==> config.mk <==
export PLATFORM = sky130hd
export DESIGN_NAME = pool1_ctrl_flat
export DESIGN_NICKNAME = d
export VERILOG_FILES = /design/src/rtl/pool_pkg.sv /design/src/rtl/pool1_ctrl_if.sv /design/src/rtl/pool_win_addr.sv /design/src/rtl/pool1_ctrl.sv /design/src/flat_wrapper.sv
export SDC_FILE = /design/constraint.sdc
export NUM_CORES = 1
export LEC_CHECK = 0
export ABC_AREA = 0
export ABC_CLOCK_PERIOD_IN_PS = 4740
export BUFFER_PORTS_ARGS = -buffer_cell sky130_fd_sc_hd__buf_4
export CORE_MARGIN = 5
export CORE_UTILIZATION = 58
export DETAILED_ROUTE_END_ITERATION = 8
export PLACE_DENSITY = 0.8
export RECOVER_POWER = 25
export SETUP_SLACK_MARGIN = 0.5
export SYNTH_ARGS = -nofsm -noshare
export SYNTH_HDL_FRONTEND = slang
export SYNTH_SLANG_ARGS = --single-unit
==> constraint.sdc <==
create_clock -name clk -period 4.74 [get_ports clk]
set_input_delay 1.422 -clock clk [delete_from_list [all_inputs] [get_ports clk]]
set_output_delay 1.422 -clock clk [all_outputs]
set_load 0.02 [all_outputs]
==> src/rtl/pool_pkg.sv <==
// Shared types and helpers for the max-pool sequencers (pool1, pool2).
// Default geometry matches the first pooling stage: 24x24 maps, 6 maps, 16-bit samples.
package pool_pkg;

  typedef enum logic [1:0] {IDLE, RD, WR} state_t;

  localparam int DEF_IMG_W    = 24;
  localparam int DEF_NUM_MAPS = 6;
  localparam int DEF_DATA_W   = 16;

  // Wide enough for any sample width we pool; callers sign-extend into it.
  localparam int SMAX_W = 32;

  // On ties the first operand wins; the value is identical either way.
  function automatic logic signed [SMAX_W-1:0] smax(input logic signed [SMAX_W-1:0] a,
                                                    input logic signed [SMAX_W-1:0] b);
    return (b > a) ? b : a;
  endfunction

endpackage

==> src/rtl/pool1_ctrl_if.sv <==
// Scheduler handshake plus conv1-read / pool1-write memory ports of the pool1 sequencer.
// master = sequencer side, slave = scheduler and memories.
interface pool1_ctrl_if import pool_pkg::*; #(
  parameter int DATA_W    = DEF_DATA_W,
  parameter int RD_ADDR_W = 12,
  parameter int WR_ADDR_W = 10
);
  logic                 start;
  logic                 busy;
  logic                 done;
  logic                 rd_en;
  logic [RD_ADDR_W-1:0] rd_addr;
  logic [DATA_W-1:0]    rd_data;
  logic                 wr_en;
  logic [WR_ADDR_W-1:0] wr_addr;
  logic [DATA_W-1:0]    wr_data;

  modport master (
    input  start, rd_data,
    output busy, done, rd_en, rd_addr, wr_en, wr_addr, wr_data
  );

  modport slave (
    output start, rd_data,
    input  busy, done, rd_en, rd_addr, wr_en, wr_addr, wr_data
  );
endinterface

==> src/rtl/pool_win_addr.sv <==
// Window walker: tracks col/row/map of the current 2x2 window and its top-left read address.
// Advances in one cycle; base of the next window is valid the cycle after advance.
module pool_win_addr import pool_pkg::*; #(
  parameter int IMG_W     = DEF_IMG_W,
  parameter int NUM_MAPS  = DEF_NUM_MAPS,
  parameter int RD_ADDR_W = 12
) (
  input  logic                 clk,
  input  logic                 reset,
  input  logic                 advance,
  input  logic                 clear,
  output logic [RD_ADDR_W-1:0] base,
  output logic                 last_window
);
  localparam int HALF = IMG_W / 2;
  localparam int CW   = $clog2(HALF + 1);
  localparam int MW   = $clog2(NUM_MAPS + 1);

  localparam logic [CW-1:0]        POS_LAST = CW'(HALF - 1);
  localparam logic [MW-1:0]        MAP_LAST = MW'(NUM_MAPS - 1);
  localparam logic [RD_ADDR_W-1:0] STEP_COL = RD_ADDR_W'(2);
  // Skips the odd row; from the last window of a map it lands on the next map's origin.
  localparam logic [RD_ADDR_W-1:0] STEP_ROW = RD_ADDR_W'(IMG_W + 2);

  logic [CW-1:0] col;
  logic [CW-1:0] row;
  logic [MW-1:0] map;

  always_ff @(posedge clk or posedge reset) begin
    if (reset) begin
      base <= '0;
      col  <= '0;
      row  <= '0;
      map  <= '0;
    end else if (clear) begin
      base <= '0;
      col  <= '0;
      row  <= '0;
      map  <= '0;
    end else if (advance) begin
      if (col != POS_LAST) begin
        base <= base + STEP_COL;
        col  <= col + CW'(1);
      end else begin
        base <= base + STEP_ROW;
        col  <= '0;
        if (row != POS_LAST) begin
          row <= row + CW'(1);
        end else begin
          row <= '0;
          map <= map + MW'(1);
        end
      end
    end
  end

  assign last_window = (col == POS_LAST) && (row == POS_LAST) && (map == MAP_LAST);

endmodule

==> src/rtl/pool1_ctrl.sv <==
// 2x2 signed max-pool sequencer: 4 reads + 1 write per window, start -> first read next cycle.
// No memory backpressure: read data must return exactly one cycle after rd_en.
module pool1_ctrl import pool_pkg::*; #(
  parameter int IMG_W     = DEF_IMG_W,
  parameter int NUM_MAPS  = DEF_NUM_MAPS,
  parameter int DATA_W    = DEF_DATA_W,
  parameter int RD_ADDR_W = 12,
  parameter int WR_ADDR_W = 10
) (
  input  logic         clk,
  input  logic         reset,
  pool1_ctrl_if.master bus
);
  localparam logic [RD_ADDR_W-1:0] OFF_ROW = RD_ADDR_W'(IMG_W);

  state_t                  state;
  logic [1:0]              phase;
  logic                    busy_q;
  logic                    done_q;
  logic                    rd_en_q;
  logic                    wr_en_q;
  logic [RD_ADDR_W-1:0]    rd_addr_q;
  logic [WR_ADDR_W-1:0]    wr_addr_q;
  logic [WR_ADDR_W-1:0]    out_addr;
  logic signed [DATA_W-1:0] max_q;
  logic signed [DATA_W-1:0] sample;
  logic signed [DATA_W-1:0] pick;
  logic [RD_ADDR_W-1:0]    base;
  logic                    last_window;
  logic                    advance;
  logic                    clear;

  // Tap offset inside the window: {0, 1, W, W+1}.
  function automatic logic [RD_ADDR_W-1:0] tap(input logic [1:0] p);
    return (p[1] ? OFF_ROW : '0) + {{(RD_ADDR_W-1){1'b0}}, p[0]};
  endfunction

  assign sample  = bus.rd_data;
  assign pick    = DATA_W'(smax(SMAX_W'(max_q), SMAX_W'(sample)));
  assign clear   = (state == IDLE) && bus.start;
  // The last tap address is already issued, so the walker can move on a cycle early.
  assign advance = (state == RD) && (phase == 2'd3);

  pool_win_addr #(
    .IMG_W    (IMG_W),
    .NUM_MAPS (NUM_MAPS),
    .RD_ADDR_W(RD_ADDR_W)
  ) u_win (
    .clk        (clk),
    .reset      (reset),
    .advance    (advance),
    .clear      (clear),
    .base       (base),
    .last_window(last_window)
  );

  always_ff @(posedge clk or posedge reset) begin
    if (reset) begin
      state     <= IDLE;
      phase     <= '0;
      busy_q    <= 1'b0;
      done_q    <= 1'b0;
      rd_en_q   <= 1'b0;
      wr_en_q   <= 1'b0;
      rd_addr_q <= '0;
      wr_addr_q <= '0;
      out_addr  <= '0;
      max_q     <= '0;
    end else begin
      case (state)
        IDLE: begin
          if (bus.start) begin
            state     <= RD;
            phase     <= '0;
            busy_q    <= 1'b1;
            rd_en_q   <= 1'b1;
            rd_addr_q <= '0;
            out_addr  <= '0;
          end
        end
        RD: begin
          // rd_data here belongs to the previous phase's read.
          if (phase == 2'd1) begin
            max_q <= sample;
          end else if (phase != 2'd0) begin
            max_q <= pick;
          end
          if (phase == 2'd3) begin
            state     <= WR;
            rd_en_q   <= 1'b0;
            wr_en_q   <= 1'b1;
            wr_addr_q <= out_addr;
            done_q    <= last_window;
          end else begin
            phase     <= phase + 2'd1;
            rd_addr_q <= base + tap(phase + 2'd1);
          end
        end
        WR: begin
          wr_en_q  <= 1'b0;
          done_q   <= 1'b0;
          out_addr <= out_addr + WR_ADDR_W'(1);
          if (done_q) begin
            state  <= IDLE;
            busy_q <= 1'b0;
          end else begin
            state     <= RD;
            phase     <= '0;
            rd_en_q   <= 1'b1;
            rd_addr_q <= base;
          end
        end
        default: state <= IDLE;
      endcase
    end
  end

  assign bus.busy    = busy_q;
  assign bus.done    = done_q;
  assign bus.rd_en   = rd_en_q;
  assign bus.rd_addr = rd_addr_q;
  assign bus.wr_en   = wr_en_q;
  assign bus.wr_addr = wr_addr_q;
  // Fourth sample arrives during WR, so the final max is folded in combinationally.
  assign bus.wr_data = wr_en_q ? pick : '0;

endmodule

==> src/flat_wrapper.sv <==
// flat-port wrapper written by rule: the top's interface ports become plain ports
module pool1_ctrl_flat import pool_pkg::*;
#(
  parameter int IMG_W     = DEF_IMG_W,
  parameter int NUM_MAPS  = DEF_NUM_MAPS,
  parameter int DATA_W    = DEF_DATA_W,
  parameter int RD_ADDR_W = 12,
  parameter int WR_ADDR_W = 10
)
  (clk, reset, bus_start, bus_rd_data, bus_busy, bus_done, bus_rd_en, bus_rd_addr, bus_wr_en, bus_wr_addr, bus_wr_data);
  pool1_ctrl_if #(.DATA_W(DATA_W), .RD_ADDR_W(RD_ADDR_W), .WR_ADDR_W(WR_ADDR_W)) bus_i ();
  input  logic clk;
  input  logic reset;
  input wire logic [$bits(bus_i.start)-1:0] bus_start;
  input wire logic [$bits(bus_i.rd_data)-1:0] bus_rd_data;
  output wire logic [$bits(bus_i.busy)-1:0] bus_busy;
  output wire logic [$bits(bus_i.done)-1:0] bus_done;
  output wire logic [$bits(bus_i.rd_en)-1:0] bus_rd_en;
  output wire logic [$bits(bus_i.rd_addr)-1:0] bus_rd_addr;
  output wire logic [$bits(bus_i.wr_en)-1:0] bus_wr_en;
  output wire logic [$bits(bus_i.wr_addr)-1:0] bus_wr_addr;
  output wire logic [$bits(bus_i.wr_data)-1:0] bus_wr_data;
  assign bus_i.start = bus_start;
  assign bus_i.rd_data = bus_rd_data;
  assign bus_busy = bus_i.busy;
  assign bus_done = bus_i.done;
  assign bus_rd_en = bus_i.rd_en;
  assign bus_rd_addr = bus_i.rd_addr;
  assign bus_wr_en = bus_i.wr_en;
  assign bus_wr_addr = bus_i.wr_addr;
  assign bus_wr_data = bus_i.wr_data;
  pool1_ctrl #(.IMG_W(IMG_W), .NUM_MAPS(NUM_MAPS), .DATA_W(DATA_W), .RD_ADDR_W(RD_ADDR_W), .WR_ADDR_W(WR_ADDR_W)) u_core (.clk(clk), .reset(reset), .bus(bus_i));
endmodule
== Word-level counts from Yosys, hierarchy flattened ==
Index checks and enable logic that the tools add are counted.

* Bits in registers: 79
* Output and inout bits: 42
* Logic and storage cells: 104

* Add/sub/neg operators: 9
* $lt $le $gt $ge: 1
* Eq/ne operators: 16
* Mux-type cells: 43
* Reduce and logical (&&, ||, !) cells: 21

{| class="wikitable"
|+ Operators with widths
! kind !! count
|-
| 12-bit two-way mux || 6
|-
| 16-bit two-way mux || 4
|-
| 12-bit one-hot mux with 3 select lines || 1
|-
| 4-bit two-way mux || 7
|-
| 10-bit one-hot mux with 2 select lines || 1
|-
| 16-bit > comparator || 1
|-
| 12-bit by 1-bit adder with 12-bit output || 1
|-
| 12-bit adder || 1
|-
| 12-bit by 2-bit adder with 12-bit output, second input constant || 1
|-
| 12-bit by 5-bit adder with 12-bit output, second input constant || 1
|-
| 3-bit two-way mux || 4
|-
| 2-bit one-hot mux with 3 select lines || 2
|-
| 2-bit AND reduction || 6
|-
| 10-bit by 1-bit adder with 10-bit output, second input constant || 1
|-
| 10-bit two-way mux || 1
|-
| 2-bit two-way mux || 5
|-
| 2-bit nonzero test || 5
|-
| 4-bit by 1-bit adder with 4-bit output, second input constant || 2
|-
| 4-bit == test, second input constant || 2
|-
| 2-bit inequality test, second input constant || 4
|-
| 4-bit inequality test, second input constant || 2
|-
| 4-bit AND reduction || 2
|-
| 1-bit two-way mux || 7
|-
| 2-bit by 1-bit inequality test with 1-bit output, second input constant || 3
|-
| 12 further kinds || 20
|}

== Depth between registers and ports, before layout ==
* Depth after elaboration: 6
* Mapped depth: 10
* Gate-level depth less buffers: 10

== Cells and area by module ==
Synthesis repeated with hierarchy kept, for this count alone.

* Cells, all modules: 533
* Area total of the unflattened synthesis: 4982.3 µm²

{| class="wikitable"
|+ By module, submodules not included
! module !! times used !! cells an instance !! area an instance (µm²) !! seq. area each (µm²)
|-
| pool1_ctrl || 1 || 399 || 3717.3 || 1401.3
|-
| pool_win_addr || 1 || 134 || 1265.0 || 550.5
|}

== Worst setup path after synthesis ==
No wires, ideal clock.

* Path kind: in2out
* Start: in bus_rd_data[15]
* End: out bus_wr_data[10]
* Arrival time: 3.348 ns
* Data required time: 3.318 ns
* Slack: -0.030 ns
* Stages on the path: 7
* Path buffers: 1
* Cell sequence: ha_1 -> nand4_2 -> o41ai_2 -> a31oi_2 -> nor2_2 -> buf_4 -> mux2i_1

* Longest elaborated chain between the ends: 3

{| class="wikitable"
|+ Ends and longest elaborated chain
! element !! RTL line !! source
|-
| from (decl) || flat_wrapper.sv:15 || <nowiki>input wire logic [$bits(bus_i.rd_data)-1:0] bus_rd_data;</nowiki>
|-
| 16-bit > comparator || pool_pkg.sv:17 || <nowiki>return (b > a) ? b : a;</nowiki>
|-
| 16-bit two-way mux || pool_pkg.sv:17 ||
|-
| 16-bit two-way mux || pool1_ctrl.sv:125 || <nowiki>assign bus.wr_data = wr_en_q ? pick : '0;</nowiki>
|-
| to (decl) || flat_wrapper.sv:22 || <nowiki>output wire logic [$bits(bus_i.wr_data)-1:0] bus_wr_data;</nowiki>
|}

No other way between the ends.

== Worst setup path in the final report ==
* Start: in bus_rd_data[7]
* End: out bus_wr_data[3]

Same word-level chain as after synthesis.

==> run_results.csv <==
group,metric,value,unit
synth,yosysSeqAreaShare,42.63,%
cts,cts_tree,"built",
status,status,"finished with violations",
finish,n_fill_cell,509,
sta,final_hold_viol_count,0,
detailed_routing,antenna_left,0,
sta,setup_viol,16,
power,p_leak,2.865,nW
grt,grt-ovfl-total,0,
flow_run,cap_violations,1,
critical_path,path_class,"primary input to output pin",
power,p_per_area,565.6,nW/um2
detailed_routing,routed_wl,11170,um
synth,async_flop_share,100.0,%
synth,synth-compound-area-share,12.44,%
floorplanning,std_cell_rows,32,
sta,setup_slack,-0.09110,ns
cts,htreeDepth,3,
sta,finClkSkew,0.01173,ns
grt,antenna_found_initial,0,
power,peakVddDrop,0.3089,mV
cts,holdBufCountCts,0,
synth,ys_types,47,
grt,track_usage,22.77,%
critical_path,start_kind,"primary input",
synth,synth_top_family_by_area,"simple AND/OR/NAND/NOR gates",
critical_path,crit_path_max_fanout,5,
critical_path,cp-end-kind,"output pin",
grt,grt_max_degree,66,
sta,rsz0062_at_grt,"true",
power,power.total,0.003276,W
finish,drive_above_1_share,24.96,%
synth,yosys_warnings,0,
synth,yosys.area_share.xor_xnor,4.400,%
critical_path,required,3.32,ns
grt,grt_pass1_vias,3762,
finish,layout.nets,625,
status,violations,"capacitance limit, slew limit, setup timing",
sta,fmax,207.0,MHz
finish,utilization,74.97,%
synth,muxShareOfSynthArea,8.910,%
synth,netlist_area,4578,um2
cts,clock_latency,0.35,ns
cts,cts_max_path_buffers,2,
detailed_routing,initialDrtViolationCount,245,
floorplanning,core_area,7727,um2
cts,cts_buffers,9,
floorplanning,die_h,98.85,um
critical_path,worstPathArrival,3.41,ns
detailed_routing,vias,3830,
floorplanning,start_util,59.25,%
cts,clk_pin_slew,0.08,ns
grt,grt_pass1_wl,18150,um
detailed_routing,remaining_drc_errors,0,
sta,drv_slew,66,
sta,maxSlewHeadroom,-6.134,%
synth,syn_nets,552,
finish,antenna_cells,0,
synth,ys_seq_elements,78,
synth,synthCells,499,
finish,multi_input_area,2689,um2
floorplanning,die_x,98.85,um
worst_hold_path,hold_class,"flip-flop to flip-flop",
detailed_routing,avgRoutedWirePerCell,16.45,um
floorplanning,pin_count,61,
synth,synthAdderAreaFrac,9.292,%
synth,synth_edf_count,0,
place,numPortBuffers,60,
synth,synth_flop_cell,"dfrtp_1",
floorplanning,design.die.area,9770,um2
place,dp.final_hpwl,7218,um
place,pre_cts_slack,-0.4910,ns
cts,cts_sinks,78,
sta,fin_crit_sh,101.9,%
sta,fin_crit,4.831,ns
cts,root_buffer,"clkbuf_8",
detailed_routing,first_pass_iters,4,
synth,synth-simple-area-share,17.57,%
place,gp_congestion,0.8054,
finish,regArea,1952,um2
sta,tightest_slew,1.592,ns
detailed_routing,via_per_inst,5.641,
sta,finalSetupTns,-0.9203,ns
synth,avgSynthCellArea,9.175,um2
finish,area_growth,26.54,%
==> state kept, by name, summed over array words and instances, names as in the netlist <==
register            cells
u_core.bus.rd_en        1
u_core.max_q           16
u_core.state            2
u_core.u_win.map        3
u_core.bus.done         1
u_core.bus.busy         1
u_core.phase            2
u_core.out_addr        10
u_core.u_win.base      11
u_core.bus.wr_en        1
u_core.bus.rd_addr     12
u_core.bus.wr_addr     10
u_core.u_win.row        4
u_core.u_win.col        4
==> what timing repair did <==
item | in CTS | in global routing
setup endpoints to repair | 16 | 16
buffers inserted | 5 | 1
pin swaps | 1 | 1
gates cloned | 0 | 0
resized for setup | 12 | 17
==> stage by stage <==
step	std cells	hold WS, ns	cell area (um2)
floorplan	499	0.4477	4776
global placement	657	0.4598	5386
global route	679	0.5074	5793
CTS	678	0.4833	5727
detailed placement	657	0.4645	5386
finish	679	0.4796	5793
==> cells in the final DEF, fill, tap and decap left out, types with 2 or more instances in the layout <==
cell      instances
buf_6            16
ha_1             26
clkbuf_4          2
o31ai_1           2
nor3_1            3
a31oi_1           2
mux2i_1           5
nand4_1           9
mux2_2            6
and3_1            4
a22o_1            5
or3_1             6
nor2b_1           5
dfrtp_1          78
xor2_1           12
buf_4            66
o21ai_1           3
nand3_1           6
o211a_1           2
inv_1            29
ha_4              8
mux2i_4          11
o21ai_0          23
a21o_1            3
clkbuf_8         10
mux2_4           10
clkbuf_1          2
a21oi_1          25
nand2_1         118
a22oi_1           9
xnor2_1          11
nor2_1           32
mux2i_2           3
==> per-layer routing <==
layer	vias up	global-route usage [%]	part of all wire, %
met5	-	0	0
met2	100	38.48	50
met4	0	7.248	2.8
li1	1838	-	-
met1	1864	28.71	42
met3	28	5.662	5.3
==> synth_stat cells (all sizes together), types with 2 or more instances <==
master  instances  area, um2
nand2         118      442.9
dfrtp          78       1952
ha             34      425.4
nor2           33      126.4
inv            29      108.9
o21ai          26      130.1
a21oi          25      125.1
clkbuf         19      71.32
mux2i          19      190.2
mux2           16      217.7
xor2           12      105.1
xnor2          11      96.34
nand4          10      68.81
a22oi           9      67.56
nand3           6      30.03
or3             6      37.54
a22o            5      43.79
buf             5      33.78
nor2b           5      31.28
and3            4      25.02
a21o            3      22.52
a31oi           3      25.02
nor3            3      15.01
a211oi          2      15.01
o211a           2      20.02
o31ai           2      15.01
==> cells by family after synthesis <==
kind of cell               Yosys count
muxes                               35
AOI/OAI and AO/OA                   86
adders and majority gates           34
and+or+nand+nor                    189
xor gates and xnor gates            23
DFF                                 78
other                                1
buffers and inverters               53
==> area by class of cell <==
class,count,area share [%]
Multi-Input combinational cell,368,46.41
Timing Repair Buffer,86,12.35
Inverter,29,1.879
Sequential cell,78,33.69
Clock inverter,4,0.9503
Tap cell,102,2.203
Clock buffer,12,2.505
==> report_power, final <==
part	switching, W	internal (W)
clock network	0.000248	0.000261
registers	0.000132	0.000785
logic	0.000961	0.000890
total	0.00134	0.00194
==> critical path: stages <==
cell,delay [ns]
buf_4,0.12
ha_1,0.35
nand4_1,0.19
buf_4,0.19
a2111o_1,0.33
a31oi_4,0.19
nor2_4,0.06
buf_6,0.16
mux2i_2,0.21
buf_4,0.18
==> worst paths after layout <==
kind | start | slack, ns | to | depth (start not counted)
hold reg to reg | u_core.bus.wr_addr[0] | 0.48 | u_core.bus.wr_addr[0] | 2
min in group asynchronous | reset | 1.12 | u_core.bus.wr_addr[9] | 2
max in group asynchronous | reset | 1.70 | u_core.max_q[14] | 3
setup / recovery | bus_rd_data[7] | -0.09 | bus_wr_data[3] | 10
hold / removal | u_core.bus.wr_addr[0] | 0.48 | u_core.bus.wr_addr[0] | 2
setup reg to reg | u_core.max_q[10] | 1.77 | u_core.max_q[15] | 11
(Power assumes the default switching activity.)
